File: config.mk
export PLATFORM = sky130hd
export DESIGN_NAME = ball_motion
export DESIGN_NICKNAME = d
export VERILOG_FILES = /design/src/rtl/ball_motion.sv
export SDC_FILE = /design/constraint.sdc
export NUM_CORES = 1
export LEC_CHECK = 0
export BUFFER_PORTS_ARGS = -buffer_cell sky130_fd_sc_hd__buf_2
export CAP_MARGIN = 20
export CORE_MARGIN = 4
export CORE_UTILIZATION = 35
export CTS_CLUSTER_DIAMETER = 30
export CTS_CLUSTER_SIZE = 25
export DETAILED_ROUTE_END_ITERATION = 8
export PLACE_DENSITY = 0.5
export SLEW_MARGIN = 20
export SYNTH_ARGS = -nofsm -noshare
export SYNTH_HDL_FRONTEND = slang
export SYNTH_SLANG_ARGS = --single-unit
File: constraint.sdc
create_clock -name clk -period 13.4 [get_ports clk]
set_input_delay 2.68 -clock clk [delete_from_list [all_inputs] [get_ports clk]]
set_output_delay 2.68 -clock clk [all_outputs]
set_load 0.03 [all_outputs]
File: src/rtl/ball_motion.sv
// ball_motion: once-per-frame ball physics with wall/keeper bounces, sequential hoop scoring and
// post-goal serve pause. Optional macro BALL_SPEEDUP_EN: keeper hits also raise |vx| up to MAX_SPEED.
module ball_motion #(
  parameter int PLAYER_RADIUS = 25,
  parameter int GOAL_RADIUS   = 40,
  parameter int BALL_RADIUS   = 5,
  parameter int INIT_VX       = 2,
  parameter int INIT_VY       = 1,
  parameter int PAUSE_FRAMES  = 60,
  parameter int MAX_SPEED     = 6
) (
  input  logic        clk,
  input  logic        reset,
  input  logic        frame_tick,
  input  logic [9:0]  team1_ver_pos,
  input  logic [9:0]  team2_ver_pos,
  output logic [18:0] ball_x,
  output logic [18:0] ball_y,
  output logic [3:0]  score_blue,
  output logic [3:0]  score_red,
  output logic        goal_pulse
);

  localparam logic signed [10:0] XMin     = 11'(144 + BALL_RADIUS);
  localparam logic signed [10:0] XMax     = 11'(683 - BALL_RADIUS);
  localparam logic signed [10:0] YMin     = 11'(35 + BALL_RADIUS);
  localparam logic signed [10:0] YMax     = 11'(514 - BALL_RADIUS);
  localparam logic signed [10:0] Keeper1X = 11'sd240;
  localparam logic signed [10:0] Keeper2X = 11'sd560;
  localparam logic [10:0]        HitReach = 11'(PLAYER_RADIUS + BALL_RADIUS);
  localparam logic [20:0]        GoalR2   = 21'((GOAL_RADIUS - 2) * (GOAL_RADIUS - 2));
  localparam logic [9:0]         CentreX  = 10'd413;
  localparam logic [9:0]         CentreY  = 10'd274;
  localparam logic signed [4:0]  ServeVx  = 5'(INIT_VX);
  localparam logic signed [4:0]  ServeVy  = 5'(INIT_VY);
  localparam int                 CntW     = (PAUSE_FRAMES > 1) ? $clog2(PAUSE_FRAMES) : 1;
  localparam logic [CntW-1:0]    PauseLast = CntW'(PAUSE_FRAMES - 1);
  localparam logic [4:0]         SpeedCap = 5'(MAX_SPEED);
`ifdef BALL_SPEEDUP_EN
  localparam logic [4:0]         SpeedStep = 5'd1;
`else
  localparam logic [4:0]         SpeedStep = 5'd0;
`endif

  typedef enum logic [1:0] {StMove, StCheck, StPause} state_e;

  state_e            state_q, state_d;
  logic [9:0]        x_q, x_d, y_q, y_d;
  logic signed [4:0] vx_q, vx_d, vy_q, vy_d;
  logic [2:0]        idx_q, idx_d;
  logic [CntW-1:0]   pause_q, pause_d;
  logic [3:0]        blue_q, blue_d, red_q, red_d;
  logic              goal_q, goal_d;

  function automatic logic [10:0] abs11(input logic signed [10:0] v);
    return v[10] ? 11'(-v) : 11'(v);
  endfunction

  logic signed [10:0] px, py, nx, ny, k1y, k2y;
  logic               vx_pos, vx_neg, hit1, hit2, x_wall, y_wall;
  logic [4:0]         vx_mag, kick_mag;
  logic signed [4:0]  vx_kick;

  always_comb begin
    px     = signed'({1'b0, x_q});
    py     = signed'({1'b0, y_q});
    nx     = px + {{6{vx_q[4]}}, vx_q};
    ny     = py + {{6{vy_q[4]}}, vy_q};
    k1y    = signed'({1'b0, team1_ver_pos});
    k2y    = signed'({1'b0, team2_ver_pos});
    vx_neg = vx_q[4];
    vx_pos = !vx_q[4] && (vx_q != 5'sd0);
    // A keeper only deflects a ball that is still travelling toward its centre line.
    hit1   = (abs11(nx - Keeper1X) <= HitReach) && (abs11(ny - k1y) <= HitReach) &&
             ((vx_pos && (nx < Keeper1X)) || (vx_neg && (nx > Keeper1X)));
    hit2   = (abs11(nx - Keeper2X) <= HitReach) && (abs11(ny - k2y) <= HitReach) &&
             ((vx_pos && (nx < Keeper2X)) || (vx_neg && (nx > Keeper2X)));
    vx_mag   = vx_neg ? 5'(-vx_q) : 5'(vx_q);
    kick_mag = vx_mag + SpeedStep;
    if ((SpeedStep != 5'd0) && (kick_mag > SpeedCap)) kick_mag = SpeedCap;
    vx_kick  = vx_neg ? kick_mag : (5'd0 - kick_mag);
    x_wall   = (nx < XMin) || (nx > XMax);
    y_wall   = (ny < YMin) || (ny > YMax);
  end

  logic signed [10:0] hx, hy;
  logic [10:0]        adx, ady;
  logic [20:0]        dist2;
  logic               hoop_hit;

  always_comb begin
    hy = (idx_q < 3'd3) ? 11'sd100 : 11'sd450;
    case (idx_q)
      3'd0, 3'd3: hx = 11'sd300;
      3'd1, 3'd4: hx = 11'sd400;
      default:    hx = 11'sd500;
    endcase
    adx      = abs11(px - hx);
    ady      = abs11(py - hy);
    dist2    = 21'(adx) * 21'(adx) + 21'(ady) * 21'(ady);
    hoop_hit = dist2 < GoalR2;
  end

  always_comb begin
    state_d = state_q;
    x_d     = x_q;
    y_d     = y_q;
    vx_d    = vx_q;
    vy_d    = vy_q;
    idx_d   = idx_q;
    pause_d = pause_q;
    blue_d  = blue_q;
    red_d   = red_q;
    goal_d  = 1'b0;
    unique case (state_q)
      StMove: begin
        if (frame_tick) begin
          x_d = (nx < XMin) ? XMin[9:0] : ((nx > XMax) ? XMax[9:0] : nx[9:0]);
          y_d = (ny < YMin) ? YMin[9:0] : ((ny > YMax) ? YMax[9:0] : ny[9:0]);
          // Keeper and wall on the same axis still flip vx only once.
          if (hit1 || hit2) vx_d = vx_kick;
          else if (x_wall)  vx_d = -vx_q;
          if (y_wall) vy_d = -vy_q;
          idx_d   = 3'd0;
          state_d = StCheck;
        end
      end
      StCheck: begin
        if (hoop_hit) begin
          goal_d = 1'b1;
          if (idx_q < 3'd3) blue_d = (blue_q == 4'd9) ? blue_q : blue_q + 4'd1;
          else              red_d  = (red_q == 4'd9) ? red_q : red_q + 4'd1;
          pause_d = '0;
          state_d = StPause;
        end else if (idx_q == 3'd5) begin
          state_d = StMove;
        end else begin
          idx_d = idx_q + 3'd1;
        end
      end
      StPause: begin
        if (frame_tick) begin
          if (pause_q == PauseLast) begin
            x_d     = CentreX;
            y_d     = CentreY;
            vx_d    = ServeVx;
            vy_d    = ServeVy;
            pause_d = '0;
            state_d = StMove;
          end else begin
            pause_d = pause_q + 1'b1;
          end
        end
      end
      default: state_d = StMove;
    endcase
  end

  always_ff @(posedge clk) begin
    if (reset) begin
      state_q <= StMove;
      x_q     <= CentreX;
      y_q     <= CentreY;
      vx_q    <= ServeVx;
      vy_q    <= ServeVy;
      idx_q   <= 3'd0;
      pause_q <= '0;
      blue_q  <= 4'd0;
      red_q   <= 4'd0;
      goal_q  <= 1'b0;
    end else begin
      state_q <= state_d;
      x_q     <= x_d;
      y_q     <= y_d;
      vx_q    <= vx_d;
      vy_q    <= vy_d;
      idx_q   <= idx_d;
      pause_q <= pause_d;
      blue_q  <= blue_d;
      red_q   <= red_d;
      goal_q  <= goal_d;
    end
  end

  assign ball_x     = {9'd0, x_q};
  assign ball_y     = {9'd0, y_q};
  assign score_blue = blue_q;
  assign score_red  = red_q;
  assign goal_pulse = goal_q;

endmodule

After elaboration in Yosys (flattened, before gate mapping)

Cells that the tools add are included.
Widths: inputs -> output; s select.

Output and inout port bits: 47
Word-level logic and storage cells: 150
Flip-flop bits (word level): 50
Input port bits: 23

Bitwise logic cells: 4
Equality and inequality tests: 18
Reductions and logical operators: 32
Muxes and demuxes: 48
Multiply operators: 2
Add/subtract/negate cells: 22
$lt $le $gt $ge: 14

Operator list:

| cell                 | count |
|---|---|
| $mux 10              | 10 |
| $mux 11              | 6 |
| $neg 11->11          | 6 |
| $mux 5               | 11 |
| $le 11x5->1 const B  | 4 |
| $mul 11x11->21       | 2 |
| $pmux 10 s2          | 2 |
| $sub 11x11->11       | 3 |
| $add 10x11->11       | 2 |
| $gt 11x11->1 const B | 2 |
| $lt 11x9->1 const B  | 2 |
| $add 21x21->21       | 1 |
| $lt 21x11->1 const B | 1 |
| $pmux 5 s2           | 2 |
| $reduce_and 4->1     | 5 |
| $mux 6               | 3 |
| $pmux 8 s2           | 1 |
| $ne 2x2->1 const B   | 7 |
| $pmux 6 s2           | 1 |
| $gt 11x10->1 const B | 1 |
| $gt 11x9->1 const B  | 1 |
| $lt 11x11->1 const B | 1 |
| $lt 11x7->1 const B  | 1 |
| $sub 10x9->11        | 1 |
| other kinds (33)     | 64 |

Longest topological paths before layout

Gate-level depths: netlist of run 1.

Depth in word-level cells: 11
Depth in mapped cells: 43
Depth with buffers taken out: 42

Least setup slack after synthesis of run 1

Ideal clock, no wire load.

Path kind: register -> register
Start: reg idx_q[0]
End: reg blue_q[3], in the netlist score_blue[3]
Data arrival time: 9933 ps
Library setup time: 116 ps
Buffers on the path: 1
Required time: 13284 ps
Setup slack: 3351 ps
Stages on the path, launching flop included: 42
Clock period less this slack: 10049 ps
Cells stage by stage: dfxtp_1 ha_1 ha_1 a21o_1 nor2_1 inv_1 ha_1 inv_1 fa_1 maj3_1 maj3_1 a21o_1 maj3_1 a21o_1 a21oi_1 xor2_1 nand2_1 inv_1 [... 6 more ...] fa_1 inv_1 fa_1 inv_1 fa_1 ha_1 a21o_1 a21oi_1 nor2b_1 o21ai_0 a21o_1 a21oi_1 o311a_1 o22ai_1 nor3_1 clkbuf_1 a21oi_1 a31o_2

Longest elaborated chain between the ends: 10
Elaborated cells between the ends (all ways): 20
Those cells by class: 5 x add/sub; 2 x mul; 2 x order compare; 3 x eq/ne; 4 x mux; 4 x reduce/logical

RTL lines:

| element                                  | RTL line | text |
|---|---|---|
| start, declared                          | 50       | `logic [2:0] idx_q, idx_d;` |
| start signal, assigned                   | 177      | `idx_q <= idx_d;` |
| $eq 3x1->1, or another cell as far along | 93       | `case (idx_q)` |
| $reduce_or 2->1                          | 93       |  |
| $pmux 8 s2                               | 93       |  |
| $sub 11x11->11                           | 98       | `adx = abs11(px - hx);` |
| $neg 11->11                              | 56       | `return v[10] ? 11'(-v) : 11'(v);` |
| $mux 11                                  | 56       |  |
| $mul 11x11->21                           | 100      | `dist2 = 21'(adx) * 21'(adx) + 21'(ady) * 21'(ady);` |
| $add 21x21->21                           | 100      |  |
| $lt 21x11->1                             | 101      | `hoop_hit = dist2 < GoalR2;` |
| $reduce_and 4->1 (no source line) (*)    | -        |  |
| end signal, assigned                     | 179      | `blue_q <= blue_d;` |
| end, declared                            | 52       | `logic [3:0] blue_q, blue_d, red_q, red_d;` |

Mark *: on every way between the ends. The rest lies on a longest branch, timed or not.
A chain may end at the register's enable or synchronous reset.

Worst setup path after layout of run 1

Start: reg idx_q[0]
End: reg blue_q[0], in the netlist score_blue[0]

Same word-level chain as after synthesis.

==> Implementation_results.wiki, run 1 <==
{| class="wikitable"
! Metric !! Value
|-
| Overall overflow remaining after global route || 0
|-
| Most numerous cell types in the synthesized netlist || inv_1 (320), fa_1 (166), ha_1 (165), nor2_1 (152), nand2_1 (127)
|-
| Type of the worst setup path || reg2reg
|-
| Last weighted congestion value of the routability-driven placer || 0.8966
|-
| Post-synth EDFFs || 0
|-
| Hold Crit Class || reg2reg
|-
| Number of global-route vias before repair || ~11k
|-
| Fraction of post-synthesis cell area in the top cell type by area || 24.66%
|-
| Number of DRC violations after detailed routing || 0
|-
| Critical hold path startpoint || pause_q[5]
|-
| TritonCTS buffer count || 5
|-
| Slew Limit Headroom || between 20 and 30%
|-
| First-pass DRT Iterations || 5
|-
| Crit path largest cell delay || about 0.85 ns
|-
| Cell count of the worst reg-to-reg path || 34
|-
| Synth warn || 0
|-
| Die extent in x || between 200 and 250 um
|-
| Cells after Synth || between 1.5k and 2k
|-
| Most common cell on crit path || fa_1
|-
| Layout cells sized above 1 || between 6 and 7%
|-
| Effective utilization at floorplan || ~36%
|-
| Antenna diode count || 0
|-
| Clock tree from TritonCTS || built
|-
| Htree depth || 2
|-
| Post-synthesis instance area || about 0.013 mm^2
|-
| Clock tree skew after final layout || ~0.0076 ns
|-
| Post-CTS Hold Buffers || 0
|-
| Number of setup buffers added after CTS || 0
|-
| Overall Global Routing Usage || ~17%
|-
| Unrepaired setup endpoints after global routing || no
|-
| Endpoint of the worst hold path || pause_q[5]
|-
| CTS Root Cell || clkbuf_16
|-
| Number of placement rows || 71
|-
| Total wirelength of the detailed-routed design || approximately 35,000 um
|-
| Top achievable clock speed || about 85 MHz
|-
| Cell type with the highest aggregate area in the netlist || fa_1
|-
| Most frequent cell after synthesis || inv_1
|-
| Worst reg2reg startpoint || idx_q[0]
|-
| Core utilization of the finished layout || 38.22%
|-
| Via Count || roughly 11k
|-
| Clk Latency, worst-skew pair || 0.30 ns
|-
| Buffer depth of the longest clock path || 2
|-
| Share of flip-flops with an asynchronous set or reset after synthesis || 0%
|-
| Terminus of the critical flop-to-flop path || score_blue[0]
|-
| Via-to-Cell Ratio || 5.015
|-
| Cell variety after synth || 90
|-
| Hold Vio Cnt, Final || 0
|-
| Clock period minus final worst setup slack || approximately 12 ns
|-
| Worst path arrival time || roughly 12 ns
|-
| Count of boundary I/O pins || 70
|-
| Post-route clock period utilization || ~90%
|-
| Max-cap viol count || 0
|-
| Yosys reg bits || around 50
|-
| Result of the run || finished, final reports clean
|-
| Maximum number of pins on one net before global-route repair || 50
|-
| DPL Wire Length || 29,920 um
|-
| Final max-slew violation count || 0
|-
| Worst-case register-to-register setup slack || 1.67 ns
|-
| Data required time at the worst endpoint || 13.59 ns
|-
| Remaining antenna violation count after routing || 0
|-
| DIE AREA || 0.04170 mm^2
|-
| Syn-to-layout area delta || 7.335%
|-
| Hold Crit Depth || 1
|-
| # resized after CTS || 0
|-
| Antenna violations before repair || 0
|-
| Predominant post-synthesis flop cell || dfxtp_1
|-
| Total clock sinks || 49
|-
| Detail-routed net length per standard cell || ~15 um
|-
| Post-layout net count || around 2.1k
|-
| CORE AREA || ~0.038 mm^2
|-
| Sequential-to-total area share from yosys stat || between 7 and 8%
|-
| Number of endpoints failing setup at the final stage || 0
|-
| Worst slack on hold paths || between 0.5 and 0.6 ns
|-
| Main area contributors after synthesis || fa_1 (25%), ha_1 (15%), inv_1 (8.9%), dfxtp_1 (7.3%), nor2_1 (4.2%)
|-
| Kind of end point of the critical path || flop
|-
| Drt initial violations || around 660
|-
| Worst-margin pin slew || around 1.1 ns
|-
| Startpoint kind of the worst setup timing path || flop
|-
| Setup_tns || 0 ns
|-
| Maximum net fanout on the critical path || 16
|-
| Mean instance size in the synthesized netlist || 8.007 um^2
|-
| Crit-path slowest cell || o21ai_1
|-
| Clock input transition at the sequential cells of the worst setup and hold paths || around 0.070 ns
|-
| First-pass GRT wire length || ~57,000 um
|-
| Die Y-Extent || approximately 200 um
|-
| Port-buffer cells || a little over 50
|}
-- routing by layer --
metal  routed length [um]  GRT usage, %
met1                16310         23.12
met2                16530         28.78
met4                  572         2.728
met3                 1274         1.714
met5                    0             0
-- worst max-delay path: cells and delay by family, from the launching register on --
kind | cells | cell delay (ns)
AO/OA/AOI/OAI | 9 | 2.90
XOR/XNOR | 1 | 0.70
adder cells (fa/ha/maj) | 9 | 4.36
buffers and inverters | 6 | 0.38
flip-flops | 1 | 0.44
multiplexers | 1 | 0.31
AND/OR/NAND/NOR | 8 | 2.52
-- sequential cells by signal, indices dropped and copies added (netlist names) --
| signal | count |
|---|---|
| x_q | 10 |
| y_q | 10 |
| pause_q | 6 |
| vy_q | 5 |
| score_blue | 4 |
| score_red | 4 |
| vx_q | 4 |
| idx_q | 3 |
| state_q | 2 |
| goal_pulse | 1 |
-- placed cells by master, fill, tap and decap left out, types with 6 or more instances in the layout --
master,instances
a211o_1,6
a211oi_1,10
a21o_1,31
a21oi_1,87
a311oi_1,12
a31oi_1,15
and2_1,12
and3_1,8
buf_2,51
conb_1,49
dfxtp_1,49
fa_1,166
ha_1,165
inv_1,320
mux2_2,6
mux2i_1,11
nand2_1,127
nand2b_1,29
nand3_1,31
nand3b_1,8
nand4_1,14
nor2_1,152
nor2b_1,20
nor3_1,29
nor3b_1,9
nor4_1,7
o211ai_1,10
o21a_1,17
o21ai_0,49
o21bai_1,6
o22ai_1,9
o31ai_1,12
or2_2,9
or3_1,15
or4_1,6
xnor2_1,53
xor2_1,35
-- cell families after synthesis --
logic type | after synthesis | share of synthesized area [%]
xor gates and xnor gates | 90 | 5.961
DFF | 49 | 7.279
muxes | 18 | 1.402
other | 2 | 0.05573
adders and majority gates | 336 | 40.35
AOI/OAI and AO/OA | 317 | 16.07
and+or+nand+nor | 493 | 17.69
buffers and inverters | 378 | 11.19
-- layout make-up --
cell class              count  area (um^2)
repair buffers             56        292.8
flip-flops and latches     49        980.9
inverters                 328         1231
multi-input cells        1303        11170
clock buffers               5        125.1
clock inverters             3        26.28
well taps                 511        639.4
fillers                  4037        23380
-- stage by stage --
step           setup WS (ns)  std cells  area [um^2]
4_1_cts                1.664       2255        14460
3_3_place_gp           1.896       2247        14310
6_report               1.673       2255        14460
5_1_grt               0.6156       2255        14460
3_5_place_dp           1.693       2247        14310
2_1_floorplan          3.351       1730        13650
-- worst max-delay path by stage --
stage | startpoint | end | slack, ns | cells after the start
after floorplan | idx_q[0] | score_blue[3] | 3.35 | 41
after global placement | idx_q[0] | score_blue[0] | 1.90 | 35
after detailed placement | idx_q[0] | score_blue[0] | 1.69 | 35
after CTS | idx_q[0] | score_blue[0] | 1.66 | 35
after global routing | idx_q[0] | score_blue[0] | 0.62 | 34
final | idx_q[0] | score_blue[0] | 1.67 | 34
Power of run 1 is not shown: default switching activity piles up to over one toggle a cycle in this logic, so the estimate is an artifact.
==> inputs of run 2 (changes only) <==
--- a/config.mk
+++ b/config.mk
@@ -12,6 +12,7 @@
 export CTS_CLUSTER_DIAMETER = 30
 export CTS_CLUSTER_SIZE = 25
 export DETAILED_ROUTE_END_ITERATION = 8
+export GPL_ROUTABILITY_DRIVEN = 0
 export PLACE_DENSITY = 0.5
 export SLEW_MARGIN = 20
 export SYNTH_ARGS = -nofsm -noshare
==> constraint.sdc (replaced) <==
create_clock -name clk -period 12.5 [get_ports clk]
set_input_delay 2.5 -clock clk [delete_from_list [all_inputs] [get_ports clk]]
set_output_delay 2.5 -clock clk [all_outputs]
set_load 0.03 [all_outputs]
==> run 2 against run 1 <==
  * Design area is essentially flat
  * Hold slack is essentially flat
  * Clock-buffer cell count unchanged
  * Non-clock buffer count increased by 1
  * Clock skew grew 0.0042 ns
  * Critical endpoint unchanged
  * Largest cell class unchanged
==> Implementation_results.wiki, run 2 (synthesized netlist as in run 1, its figures left out) <==
{| class="wikitable"
! Metric !! Value
|-
| Final max-slew violation count || 0 (unchanged)
|-
| Die extent in x || 204.2 um (unchanged)
|-
| Antenna violations before repair || 0 (unchanged)
|-
| Leading cell type in the layout, fill and taps excluded || inv_1
|-
| Number of endpoints failing setup at the final stage || 0 (unchanged)
|-
| Most common cell on crit path || fa_1
|-
| TritonCTS buffer count || 5 (unchanged)
|-
| Clock tree from TritonCTS || built
|-
| Unrepaired setup endpoints after global routing || no
|-
| Max-cap viol count || 0 (unchanged)
|-
| Post-route standard cell area excluding fillers || 0.01447 mm^2 (about the same)
|-
| Htree depth || 2 (unchanged)
|-
| Via-to-Cell Ratio || 4.989 (-0.50%)
|-
| Hold Crit Class || reg2reg
|-
| Worst-margin pin slew || 0.9837 ns (-0.09438 ns)
|-
| Post-route clock period utilization || 92.62% (+5.1 points)
|-
| Type of the worst setup path || reg2reg
|-
| DIE AREA || 0.04170 mm^2 (unchanged)
|-
| Clock period minus final worst setup slack || 11.58 ns (-0.1489 ns)
|-
| Result of the run || finished, final reports clean
|-
| Startpoint kind of the worst setup timing path || flop
|-
| Layout cells sized above 1 || 6.189% (+0.054 points)
|-
| Antenna diode count || 0 (unchanged)
|-
| CORE AREA || 0.03784 mm^2 (unchanged)
|-
| Core utilization of the finished layout || 38.23% (about the same)
|-
| First-pass GRT wire length || 57,060 um (-0.22%)
|-
| Clock tree skew after final layout || 0.01178 ns (+0.004158 ns)
|-
| Die Y-Extent || 204.2 um (unchanged)
|-
| Overall overflow remaining after global route || 0 (unchanged)
|-
| Clock input transition at the sequential cells of the worst setup and hold paths || 0.08 ns (about the same)
|-
| Total clock sinks || 49 (unchanged)
|-
| Maximum net fanout on the critical path || 16 (unchanged)
|-
| Number of global-route vias before repair || 11.25k (+0.84%)
|-
| Clk Latency, worst-skew pair || 0.30 ns (about the same)
|-
| Overall Global Routing Usage || 16.58% (-0.11 points)
|-
| # resized after CTS || 0 (unchanged)
|-
| Data required time at the worst endpoint || 12.69 ns (-0.90 ns)
|-
| Post-layout net count || 2,098 (+0.048%)
|-
| Leading registers by flop count || x_q: 10 flops, y_q: 10 flops, pause_q: 6 flops
|-
| Port-buffer cells || 51 (unchanged)
|-
| Setup_tns || 0 ns (unchanged)
|-
| Number of placement rows || 71 (unchanged)
|-
| DPL Wire Length || 29,350 um (-1.9%)
|-
| Crit-path slowest cell || xor2_1
|-
| Post-CTS Hold Buffers || 0 (unchanged)
|-
| Number of DRC violations after detailed routing || 0 (unchanged)
|-
| Total wirelength of the detailed-routed design || 33,930 um (-2.2%)
|-
| Commonest non-fill, non-tap cells in the layout || inv_1 (320), fa_1 (166), ha_1 (165)
|-
| Via Count || 11.26k (-0.46%)
|-
| First-pass DRT Iterations || 5 (unchanged)
|-
| Syn-to-layout area delta || 7.354% (about the same)
|-
| Effective utilization at floorplan || 35.61% (unchanged)
|-
| Maximum number of pins on one net before global-route repair || 50 (unchanged)
|-
| Buffer depth of the longest clock path || 2 (unchanged)
|-
| Count of boundary I/O pins || 70 (unchanged)
|-
| Drt initial violations || 507 (-23%)
|-
| Detail-routed net length per standard cell || 15.04 um (-2.2%)
|-
| CTS Root Cell || clkbuf_16
|-
| Top achievable clock speed || 86.37 MHz (+1.3%)
|-
| Remaining antenna violation count after routing || 0 (unchanged)
|-
| Crit path largest cell delay || 0.79 ns (-0.06 ns)
|-
| Worst path arrival time || 11.76 ns (-0.16 ns)
|-
| Placed cell area || 0.01432 mm^2 (about the same)
|-
| Number of setup buffers added after CTS || 0 (unchanged)
|-
| Slew Limit Headroom || 34.20% (+6.6 points)
|-
| Hold Vio Cnt, Final || 0 (unchanged)
|-
| Worst slack on hold paths || 0.5004 ns (+0.0001650 ns)
|-
| Kind of end point of the critical path || flop
|}
## run 2: metrics by stage
| stage | setup WS, ns | std cells |
|---|---|---|
| floorplan | 2.451 | 1730 |
| global placement | 1.211 | 2248 |
| detailed placement | 1.072 | 2248 |
| CTS | 1.023 | 2256 |
| global route | 0.3518 | 2256 |
| finish | 0.9223 | 2256 |
## run 2: per-layer routing
metal / track usage [%] / vias to the layer above / wire length, um
li1: - / 5605 / -
met4: 2.465 / 0 / 473
met3: 1.317 / 26 / 1104
met5: 0 / - / 0
met2: 28.97 / 183 / 16190
met1: 22.98 / 5442 / 16160
## run 2: layout make-up
cell class	count	area [um^2]
Inverter	328	1231
Sequential cell	49	980.9
Clock buffer	5	125.1
Tap cell	511	639.4
Multi-Input combinational cell	1303	11170
Timing Repair Buffer	57	300.3
Fill cell	4016	23380
Clock inverter	3	21.27
## run 2: final timing paths
check            from            end  slack [ns]  cells after the start
max          idx_q[0]  score_blue[0]        0.92                     38
min           vy_q[0]        vy_q[0]        0.50                      2
max reg2reg  idx_q[0]  score_blue[0]        0.92                     38
min reg2reg   vy_q[0]        vy_q[0]        0.50                      2
## run 2: worst max-delay path, delay by kind of cell (launching register included)
kind                       cells  cell delay, ns
and+or+nand+nor                5            1.62
muxes                          1            0.31
buffers and inverters          6            0.46
adders and majority gates     15            5.83
xor gates and xnor gates       1            0.79
DFF                            1            0.44
AOI/OAI and AO/OA             10            2.02
Power of run 2 is left out for the same reason.
